[config.mk]
export PLATFORM = sky130hd
export DESIGN_NAME = ai_addr_channel_arbiter
export DESIGN_NICKNAME = d
export VERILOG_FILES = /design/src/rtl/ai_pkg.sv /design/src/rtl/ai_wrr_arbiter.sv /design/src/rtl/ai_addr_channel_arbiter.sv
export SDC_FILE = /design/constraint.sdc
export NUM_CORES = 1
export LEC_CHECK = 0
export CAP_MARGIN = 20
export CELL_PAD_IN_SITES_DETAIL_PLACEMENT = 1
export CELL_PAD_IN_SITES_GLOBAL_PLACEMENT = 1
export CORE_MARGIN = 2
export CORE_UTILIZATION = 30
export DETAILED_ROUTE_END_ITERATION = 12
export PLACE_DENSITY = 0.84
export SYNTH_ARGS = -nofsm -noshare
export SYNTH_HDL_FRONTEND = slang
export SYNTH_HIERARCHICAL = 1
export SYNTH_SLANG_ARGS = --single-unit
[constraint.sdc]
create_clock -name ACLK_i -period 5.7 [get_ports ACLK_i]
set_clock_uncertainty 0.2 [all_clocks]
set_input_delay 1.14 -clock ACLK_i [delete_from_list [all_inputs] [get_ports ACLK_i]]
set_output_delay 1.14 -clock ACLK_i [all_outputs]
set_load 0.02 [all_outputs]
[src/rtl/ai_pkg.sv]
// Shared constants for the AI interconnect address-channel arbiter: payload widths,
// default master weights and the outstanding-counter width helper.
package ai_pkg;

    localparam int TRANS_MST_ID_W_DEF    = 5;
    localparam int TRANS_DATA_LEN_W_DEF  = 3;
    localparam int TRANS_DATA_SIZE_W_DEF = 3;

    localparam logic [0:3*32-1] MST_WEIGHT_DEF = {32'd5, 32'd3, 32'd2};

    function automatic int out_cnt_w(input int outstanding);
        return $clog2(outstanding + 1);
    endfunction

endpackage

[src/rtl/ai_wrr_arbiter.sv]
// Weighted round-robin winner select; state advances only when grant_en is high.
// Weighting is compiled in with AI_WRR_EN, otherwise plain round-robin.
module ai_wrr_arbiter
    import ai_pkg::*;
#(
    parameter int                    MST_AMT    = 3,
    parameter logic [0:MST_AMT*32-1] MST_WEIGHT = MST_WEIGHT_DEF,
    parameter int                    MST_ID_W   = $clog2(MST_AMT)
) (
    input  logic                clk,
    input  logic                rst_n,
    input  logic [0:MST_AMT-1]  req,
    input  logic                grant_en,
    output logic [MST_ID_W-1:0] winner,
    output logic [0:MST_AMT-1]  grant_onehot
);

    logic [MST_ID_W-1:0] ptr;
    logic                found;

    function automatic logic [MST_ID_W-1:0] wrap_inc(input logic [MST_ID_W-1:0] idx);
        return (int'(idx) == MST_AMT - 1) ? '0 : idx + MST_ID_W'(1);
    endfunction

    // First requester at or after ptr, wrapping around.
    always_comb begin
        winner = '0;
        found  = 1'b0;
        for (int k = 0; k < MST_AMT; k++) begin
            if (!found && req[(int'(ptr) + k) % MST_AMT]) begin
                found  = 1'b1;
                winner = MST_ID_W'((int'(ptr) + k) % MST_AMT);
            end
        end
    end

    always_comb begin
        grant_onehot         = '0;
        grant_onehot[winner] = found;
    end

`ifdef AI_WRR_EN
    logic [31:0] burst_cnt;
    logic [31:0] next_cnt;
    logic [31:0] cur_weight;

    // A zero weight still allows one grant; a switch away from ptr restarts the burst.
    always_comb begin
        cur_weight = MST_WEIGHT[int'(winner)*32 +: 32];
        if (cur_weight == 32'd0) cur_weight = 32'd1;
        next_cnt = ((winner == ptr) ? burst_cnt : 32'd0) + 32'd1;
    end

    always_ff @(posedge clk or negedge rst_n) begin
        if (!rst_n) begin
            ptr       <= '0;
            burst_cnt <= '0;
        end else if (grant_en) begin
            if (next_cnt >= cur_weight) begin
                ptr       <= wrap_inc(winner);
                burst_cnt <= '0;
            end else begin
                ptr       <= winner;
                burst_cnt <= next_cnt;
            end
        end
    end
`else
    logic unused_weight;
    assign unused_weight = ^MST_WEIGHT;

    always_ff @(posedge clk or negedge rst_n) begin
        if (!rst_n) begin
            ptr <= '0;
        end else if (grant_en) begin
            ptr <= wrap_inc(winner);
        end
    end
`endif

endmodule

[src/rtl/ai_addr_channel_arbiter.sv]
// Per-slave AW/AR arbiter: WRR winner select, ID extension, one-entry output register and
// outstanding-transaction cap. Optional weighting via the AI_WRR_EN macro.
module ai_addr_channel_arbiter
    import ai_pkg::*;
#(
    parameter int                    MST_AMT           = 3,
    parameter int                    OUTSTANDING_AMT   = 8,
    parameter logic [0:MST_AMT*32-1] MST_WEIGHT        = MST_WEIGHT_DEF,
    parameter int                    MST_ID_W          = $clog2(MST_AMT),
    parameter int                    ADDR_WIDTH        = 32,
    parameter int                    TRANS_MST_ID_W    = TRANS_MST_ID_W_DEF,
    parameter int                    TRANS_DATA_LEN_W  = TRANS_DATA_LEN_W_DEF,
    parameter int                    TRANS_DATA_SIZE_W = TRANS_DATA_SIZE_W_DEF,
    parameter int                    TRANS_SLV_ID_W    = TRANS_MST_ID_W + MST_ID_W
) (
    input  logic                                     ACLK_i,
    input  logic                                     ARESETn_i,
    input  logic [0:TRANS_MST_ID_W*MST_AMT-1]        m_AxID_i,
    input  logic [0:ADDR_WIDTH*MST_AMT-1]            m_AxADDR_i,
    input  logic [0:TRANS_DATA_LEN_W*MST_AMT-1]      m_AxLEN_i,
    input  logic [0:TRANS_DATA_SIZE_W*MST_AMT-1]     m_AxSIZE_i,
    input  logic [0:MST_AMT-1]                       m_AxVALID_i,
    output logic [0:MST_AMT-1]                       m_AxREADY_o,
    output logic [TRANS_SLV_ID_W-1:0]                s_AxID_o,
    output logic [ADDR_WIDTH-1:0]                    s_AxADDR_o,
    output logic [TRANS_DATA_LEN_W-1:0]              s_AxLEN_o,
    output logic [TRANS_DATA_SIZE_W-1:0]             s_AxSIZE_o,
    output logic                                     s_AxVALID_o,
    input  logic                                     s_AxREADY_i,
    input  logic                                     s_done_i,
    output logic                                     grant_vld_o,
    output logic [MST_ID_W-1:0]                      grant_mst_o,
    output logic [out_cnt_w(OUTSTANDING_AMT)-1:0]    out_cnt_o
);

    localparam int CNT_W = out_cnt_w(OUTSTANDING_AMT);

    logic                         load;
    logic                         slot_free;
    logic                         room;
    logic                         done_eff;
    logic [MST_ID_W-1:0]          winner;
    logic [0:MST_AMT-1]           grant_onehot;
    logic [TRANS_MST_ID_W-1:0]    sel_id;
    logic [ADDR_WIDTH-1:0]        sel_addr;
    logic [TRANS_DATA_LEN_W-1:0]  sel_len;
    logic [TRANS_DATA_SIZE_W-1:0] sel_size;

    ai_wrr_arbiter #(
        .MST_AMT    (MST_AMT),
        .MST_WEIGHT (MST_WEIGHT),
        .MST_ID_W   (MST_ID_W)
    ) u_wrr (
        .clk          (ACLK_i),
        .rst_n        (ARESETn_i),
        .req          (m_AxVALID_i),
        .grant_en     (load),
        .winner       (winner),
        .grant_onehot (grant_onehot)
    );

    // Reset is folded in so READY and the grant strobe stay low while reset is held.
    assign slot_free = ~s_AxVALID_o | s_AxREADY_i;
    assign room      = out_cnt_o < CNT_W'(OUTSTANDING_AMT);
    assign load      = ARESETn_i & slot_free & room & (|m_AxVALID_i);
    assign done_eff  = s_done_i & (out_cnt_o != '0);

    assign m_AxREADY_o = load ? grant_onehot : '0;
    assign grant_vld_o = load;
    assign grant_mst_o = load ? winner : '0;

    always_comb begin
        sel_id   = m_AxID_i[int'(winner)*TRANS_MST_ID_W +: TRANS_MST_ID_W];
        sel_addr = m_AxADDR_i[int'(winner)*ADDR_WIDTH +: ADDR_WIDTH];
        sel_len  = m_AxLEN_i[int'(winner)*TRANS_DATA_LEN_W +: TRANS_DATA_LEN_W];
        sel_size = m_AxSIZE_i[int'(winner)*TRANS_DATA_SIZE_W +: TRANS_DATA_SIZE_W];
    end

    always_ff @(posedge ACLK_i or negedge ARESETn_i) begin
        if (!ARESETn_i) begin
            s_AxVALID_o <= 1'b0;
            s_AxID_o    <= '0;
            s_AxADDR_o  <= '0;
            s_AxLEN_o   <= '0;
            s_AxSIZE_o  <= '0;
        end else if (load) begin
            s_AxVALID_o <= 1'b1;
            s_AxID_o    <= {winner, sel_id};
            s_AxADDR_o  <= sel_addr;
            s_AxLEN_o   <= sel_len;
            s_AxSIZE_o  <= sel_size;
        end else if (s_AxREADY_i) begin
            s_AxVALID_o <= 1'b0;
        end
    end

    always_ff @(posedge ACLK_i or negedge ARESETn_i) begin
        if (!ARESETn_i) begin
            out_cnt_o <= '0;
        end else if (load && !done_eff) begin
            out_cnt_o <= out_cnt_o + CNT_W'(1);
        end else if (!load && done_eff) begin
            out_cnt_o <= out_cnt_o - CNT_W'(1);
        end
    end

endmodule

==> results.md, run 1 <==
- DP Area: around 5500 um^2
- Vias after detailed routing: 3568
- Post-route ant nets: 0
- IO buf count: around 190
- Final WS setup: around 0.62 ns
- Row count: 39
- Initial antenna violation count: 0
- Clock root buffer master: clkbuf_16
- Power per Cell Area: between 600 and 700 nW/um^2
- Cell-internal power: ~0.0019 W
- Crit end category: output port
- Vias/cell: between 5 and 6
- DRT iter0 DRCs: just under 90
- P_sw: ~0.0016 W
- Synth Flop Type: dfrtp_1
- CTS sink count: 52
- Die width: approximately 110 um
- Clk_lat worst skew: 0.28 ns
- Met2 Use GR: around two fifths
- Synth cell types: 48
- Top cells by count, synth: dfrtp_1 (52), mux2i_1 (51), nand2_1 (47)
- Antenna diode count: 0
- R2r setup slk: 1.47 ns
- P&R area growth vs syn: 63.0%
- Total grt overflow: 0
- DRT Pass-1 Iters: 4
- Starting density of the core: 30.5%
- WP data required: between 4 and 5 ns
- Final Cycle Share: approximately nine tenths
- Final-layout fill cell count: between 1000 and 1500
- DIE HEIGHT: 111 um
- Switching part of the total: approximately 47%
- Most numerous cell in the Yosys netlist: dfrtp_1
- Fin crit period: approximately 5.1 ns
- Synthesized flop and latch total: between 50 and 60
- Final hold vios: 0
- Detailed-route DRC error count: 0
- Clk buf depth: 2
- Worst slew pin tran: about 0.85 ns
- CTS Hold Bufs: 0
- Final setup TNS: 0 ns
- Maximum VDD drop: approximately 0.00031 V
- Yosys warning total: 6
- Post-synth ARST share: 100%
- Post-synth EDFFs: 0
- Largest net degree at the start of global routing: 56
- Worst setup path class: in2out
- Global-route wire length before repair: slightly above 20000 um
- Vias in the first global route: between 3000 and 4000
- Leak: about 2.3 nW
- Relative slew slack: 42.9%
- Cell Area, Synth: ~3500 um^2
- CTS tree: done
- Die area: 12400 um^2
- Setup violators final: 0
- Max Fclk: between 0.15 and 0.2 GHz
- Core box area: 11300 um^2
- Dominant cells by area after synthesis: dfrtp_1 (38%), mux2i_1 (15%), a21oi_1 (5.6%)
- Slew Limit Fails: 0
- Critical path fanouts, max: 9
- Worst Hold Class: reg2reg
- CTS H-tree lvls: 2
- Met1 Use GR: between 20% and 30%
- Syn nets: 528
- Combinational share of power: between 70% and 80%
- RD Place Congestion: around 0.9
- Max cap viols: 0
- Yosys top cell by area: dfrtp_1
- Grt met3 use: 4.25%
- Power after layout: 0.00349 W
- Clock share of power: 10.9%
- Routed WL: around 13000 um
- Dpl ws: ~0.5 ns
- Boundary pin count: between 150 and 200
- Crit path DAT: 3.74 ns
- Startpoint types: input port
- Synth Instances: 382
- DP HPWL: 9940 um
- Layout cells sized above 1: under 10%
- Sequential power share: 18.8%
- WL/cell: approximately 18 um
- GRT Util Overall: between 20% and 30%
- CTS-repair resized insts: 0
- Busiest layer in global routing: met2
- Worst-path clk slew: about 0.070 ns
- Outcome: complete, no violations
- Unrepaired setup endpoints after global routing: false
- TritonCTS Buffers: 5
- Share of the synthesized area in the top cell type: approximately 38%
- Sequential share of the synthesized area: 37.6%
- Post-CTS setup buffer count: 0
- Design Area, Final: between 5000 and 6000 um^2
- Mean Syn Cell Area: roughly 9 um^2
- Nets: roughly 710
[stage by stage]
step                utilization, %  instances  hold WS, ns
finish                        49.8        702        0.285
detailed placement            48.2        695        0.270
floorplan                        -        382        0.299
CTS                           49.8        702        0.291
global route                  49.8        702        0.321
global placement              48.2        695        0.266
[registers in the layout, indices dropped and copies added (netlist names)]
name,cells
out_cnt_o,4
s_AxADDR_o,32
s_AxID_o,7
s_AxLEN_o,3
s_AxSIZE_o,3
s_AxVALID_o,1
u_wrr/ptr,2
[power groups by stage]
stage,clock (W),sequential (W),combinational (W)
after floorplan,0,0.000835,0.00149
after global placement,0,0.000650,0.00237
after detailed placement,0,0.000661,0.00249
after CTS,0.000392,0.000656,0.00249
after global routing,0.000408,0.000677,0.00269
final,0.000380,0.000654,0.00245
[logic make-up after synthesis]
logic type      count (synthesis)  synth area share (%)
xor+xnor                        2                 0.507
compound gates                107                  18.2
simple gates                  117                  15.0
flops                          52                  37.6
buf+inv                        34                  5.14
mux                            60                  19.7
fa+ha+maj                      10                  3.84
[worst max-delay path: stages]
cell and delay (ns):
clkdlybuf4s50_1 0.54, mux2i_1 0.22, o21ai_0 0.19, nor4_1 0.66
a21oi_4 0.05, nor3_1 0.20, and2_1 0.14, clkdlybuf4s50_1 0.59
[final timing paths]
path,cells past startpoint,to,startpoint
setup reg to reg,12,s_AxLEN_o[2],u_wrr/ptr[0]
setup / recovery,8,m_AxREADY_o[0],m_AxVALID_i[2]
hold / removal,2,s_AxID_o[4],s_AxID_o[4]
max in group asynchronous,2,s_AxADDR_o[19],ARESETn_i
min in group asynchronous,2,out_cnt_o[3],ARESETn_i
hold reg to reg,2,s_AxID_o[4],s_AxID_o[4]
[routing by layer]
| layer | wire length (um) | up-vias |
|---|---|---|
| met5 | 0 | - |
| met4 | 134 | 0 |
| met3 | 680 | 10 |
| met2 | 6550 | 120 |
| met1 | 5360 | 1742 |
| li1 | - | 1696 |
[cell usage in the layout (no fill, tap or decap), types with 3 or more instances in the layout]
cell / count
o21ai_0: 3
nor2_1: 42
mux4_2: 6
clkdlybuf4s50_1: 190
o21ai_1: 38
nor2b_1: 4
nand2_1: 47
ha_1: 9
nand2b_1: 4
nor3_1: 6
o211ai_1: 4
inv_1: 6
dfrtp_1: 52
a21oi_1: 39
a21o_1: 3
clkbuf_16: 5
o21a_1: 4
mux2i_1: 51
buf_4: 5
and2_1: 4
[area by class of cell]
cell class	instances	area (um^2)	share of cell area, %
Tap cell	143	179	3.17
Clock buffer	5	125	2.22
Inverter	8	30.0	0.533
Timing Repair Buffer	196	1940	34.5
Multi-Input combinational cell	296	2000	35.4
Clock inverter	2	60.1	1.07
Sequential cell	52	1300	23.1
Note: power is estimated with default switching activity, not from simulation.
==> run 2: changes to the inputs <==
- SLEW_MARGIN: default -> 20
==> results of run 2 <==
Same layout as run 1: the final DEF is identical, and so are final timing and power.
==> run 3: changes to the inputs <==
- PLACE_DENSITY: 0.84 -> 0.85
- SYNTH_HIERARCHICAL: 1 -> default
==> run 3 against run 2 <==
Cell area grew 0.47%; die area grew 1.9%; sequential power is essentially flat; utilization shrank 0.20 points; highest routed layer unchanged; global-route usage shrank 0.60 points; clock-buffer cell count grew 1; area after synthesis grew 2.0%; largest power group unchanged.
==> results.md, run 3 <==
- Outcome: complete, no violations
- Post-route ant nets: 0
- Synth Flop Type: dfrtp_1
- Post-CTS setup buffer count: 0
- Unrepaired setup endpoints after global routing: false
- Power after layout: approximately 0.0029 W
- RD Place Congestion: between 0.8 and 0.9
- Startpoint types: input port
- Synthesized flop and latch total: 52
- Worst slew pin tran: roughly 0.68 ns
- GRT Util Overall: between 10% and 20%
- Clk_lat worst skew: about 0.28 ns
- Leak: ~2.5 nW
- CTS sink count: 52
- CP Cell Sequence: clkdlybuf4s50_1 -> mux2i_1 -> nor2_1 -> nor3_1 -> a31oi_4 -> and3_1 -> clkdlybuf4s50_1
- DRT Pass-1 Iters: 4
- DP HPWL: approximately 9700 um
- Worst path slowest cell: clkdlybuf4s50_1
- Core box area: 11400 um^2
- Global-route wire length before repair: 20400 um
- Total grt overflow: 0
- Setup violators final: 0
- Vias in the first global route: 4164
- Post-synth EDFFs: 0
- Initial antenna violation count: 0
- Largest register by flop count: s_AxADDR_o
- Antenna diode count: 0
- CTS-repair resized insts: 0
- CTS Hold Bufs: 0
- Dpl cells: ~730
- Most common cell after layout, fill and taps aside: clkdlybuf4s50_1
- TritonCTS Buffers: 5
- Slew Limit Fails: 0
- Critical path's top delay family: buffers and inverters
- Top cells by count, synth: nand2_1 (108), dfrtp_1 (52), nor2_1 (45)
- Worst min-delay path startpoint: s_AxADDR_o[24]
- Layout cells sized above 1: 6.38%
- Critical path depth in cells: 7
- Synth Instances: between 400 and 500
- Worst r2r path cells: 10
- Clk buf depth: 2
- Row count: 39
- Most numerous cell in the Yosys netlist: nand2_1
- RR Endpoint: s_AxLEN_o[0]
- Fin Hold WS: around 0.28 ns
- Maximum VDD drop: 0.000239 V
- Hold Path Depth: 2
- Worst-path clk slew: 0.06 ns
- Die width: between 100 and 150 um
- Detailed-route DRC error count: 0
- Regs by FF count: s_AxADDR_o (32), s_AxID_o (7), out_cnt_o (4)
- Worst setup path class: in2out
- WP data required: 4.36 ns
- Vias after detailed routing: 3802
- Final Cycle Share: a little under nine tenths
- Share of the synthesized area in the top cell type: between 30% and 40%
- Critical Path Most Common Cell: clkdlybuf4s50_1
- Cell Area, Synth: around 3500 um^2
- WL/cell: around 17 um
- Sequential share of the synthesized area: between 30 and 40%
- CTS tree: done
- Clock root buffer master: clkbuf_16
- Starting density of the core: 30.9%
- Crit path DAT: roughly 3.6 ns
- Max cap viols: 0
- Worst Hold Class: reg2reg
- DIE HEIGHT: about 110 um
- DRT iter0 DRCs: between 150 and 200
- Die area: between 10000 and 15000 um^2
- Most frequent cells in the layout: clkdlybuf4s50_1 (190), nand2_1 (108), dfrtp_1 (52)
- Synth cell types: 48
- Yosys warning total: 0
- Final hold vios: 0
- Finished Layout Cells: 739
- R2r setup slk: roughly 2.0 ns
- Critical path fanouts, max: 10
- Yosys top cell by area: dfrtp_1
- Boundary pin count: roughly 190
- Finished Core Util: between 40% and 50%
- Fin crit period: 4.92 ns
- Largest register FFs: 32
- Max Fclk: around 0.2 GHz
- Vias/cell: roughly 5.1
- Relative slew slack: between 50 and 60%
- CTS H-tree lvls: 2
- Final setup TNS: 0 ns
- IO buf count: 191
- Reg2reg start: u_wrr.ptr[0]
- WP buf/inv: 2
- Dominant cells by area after synthesis: dfrtp_1 (37%), nand2_1 (12%), o31ai_1 (7.2%)
- Final-layout fill cell count: between 1000 and 1500
- Largest net degree at the start of global routing: 54
- Hold Path Sink: s_AxADDR_o[24]
- Power per Cell Area: a little over 500 nW/um^2
- P&R area growth vs syn: 60.7%
- Crit end category: output port
- Routed WL: roughly 13000 um
- Syn nets: around 570
- Nets: roughly 740
- Post-synth ARST share: 100%
- CP max stage delay: 0.53 ns
- Mean Syn Cell Area: about 8.4 um^2
==> run 3: cell count changes after synthesis, moves of 4 or more <==
cell and change:
a21oi_1 -30, and3_1 +34, buf_2 -6, clkbuf_1 +13
inv_1 +4, mux2_2 +5, mux2i_1 -38, nand2_1 +61
nor3_1 -4, o211ai_1 -4, o21a_1 -4, o21ai_0 +7
o21ai_1 -38, o31ai_1 +32
==> run 3: worst min-delay path, stage by stage (launching register included) <==
cell     delay, ns
dfrtp_1       0.34
nand2_1       0.05
o31ai_1       0.05
==> run 3: power breakdown <==
part           internal (W)  switching, W  total, W
clock              0.000173      0.000128  0.000301
combinational      0.000871       0.00103   0.00190
sequential         0.000545      0.000111  0.000656
total               0.00159       0.00126   0.00285
==> run 3: worst max-delay path by stage <==
stage	slack (ns)	to	from
2_1_floorplan	1.67	m_AxREADY_o[1]	m_AxVALID_i[2]
3_3_place_gp	0.86	m_AxREADY_o[0]	m_AxVALID_i[1]
3_5_place_dp	0.82	m_AxREADY_o[0]	m_AxVALID_i[1]
4_1_cts	0.81	m_AxREADY_o[0]	m_AxVALID_i[1]
5_1_grt	0.68	m_AxREADY_o[0]	m_AxVALID_i[1]
6_report	0.78	m_AxREADY_o[0]	m_AxVALID_i[1]
==> run 3: routing by layer <==
layer	up-vias	part of all wire [%]	GRT usage, %	wire [um]
li1	1805	-	-	-
met1	1858	39	22.0	4950
met2	120	54	37.6	6810
met3	19	5.5	4.70	703
met4	0	1.8	5.69	224
met5	-	0	0	0
==> run 3: final cells by class <==
type / count / area [um^2] / share of cell area (%)
Multi-Input combinational cell: 328 / 2040 / 36.0
Timing Repair Buffer: 198 / 1960 / 34.6
Sequential cell: 52 / 1300 / 23.0
Tap cell: 143 / 179 / 3.16
Inverter: 10 / 37.5 / 0.663
Clock buffer: 6 / 139 / 2.45
Clock inverter: 2 / 10.0 / 0.177
==> run 3: cell families (layout without fill, tap and decap cells) <==
group / after synthesis / after routing / synth area share (%)
and+or+nand+nor: 213 / 213 / 27.2
buffers and inverters: 42 / 216 / 5.43
AOI/OAI and AO/OA: 73 / 73 / 15.1
muxes: 27 / 27 / 10.2
xor gates and xnor gates: 4 / 4 / 0.994
DFF: 52 / 52 / 36.9
adders and majority gates: 11 / 11 / 4.12
==> run 3: stage by stage <==
step	worst slack [ns]	area, um^2
floorplan	1.67	3520
global placement	0.858	5510
detailed placement	0.819	5510
CTS	0.809	5660
global route	0.685	5660
finish	0.784	5660
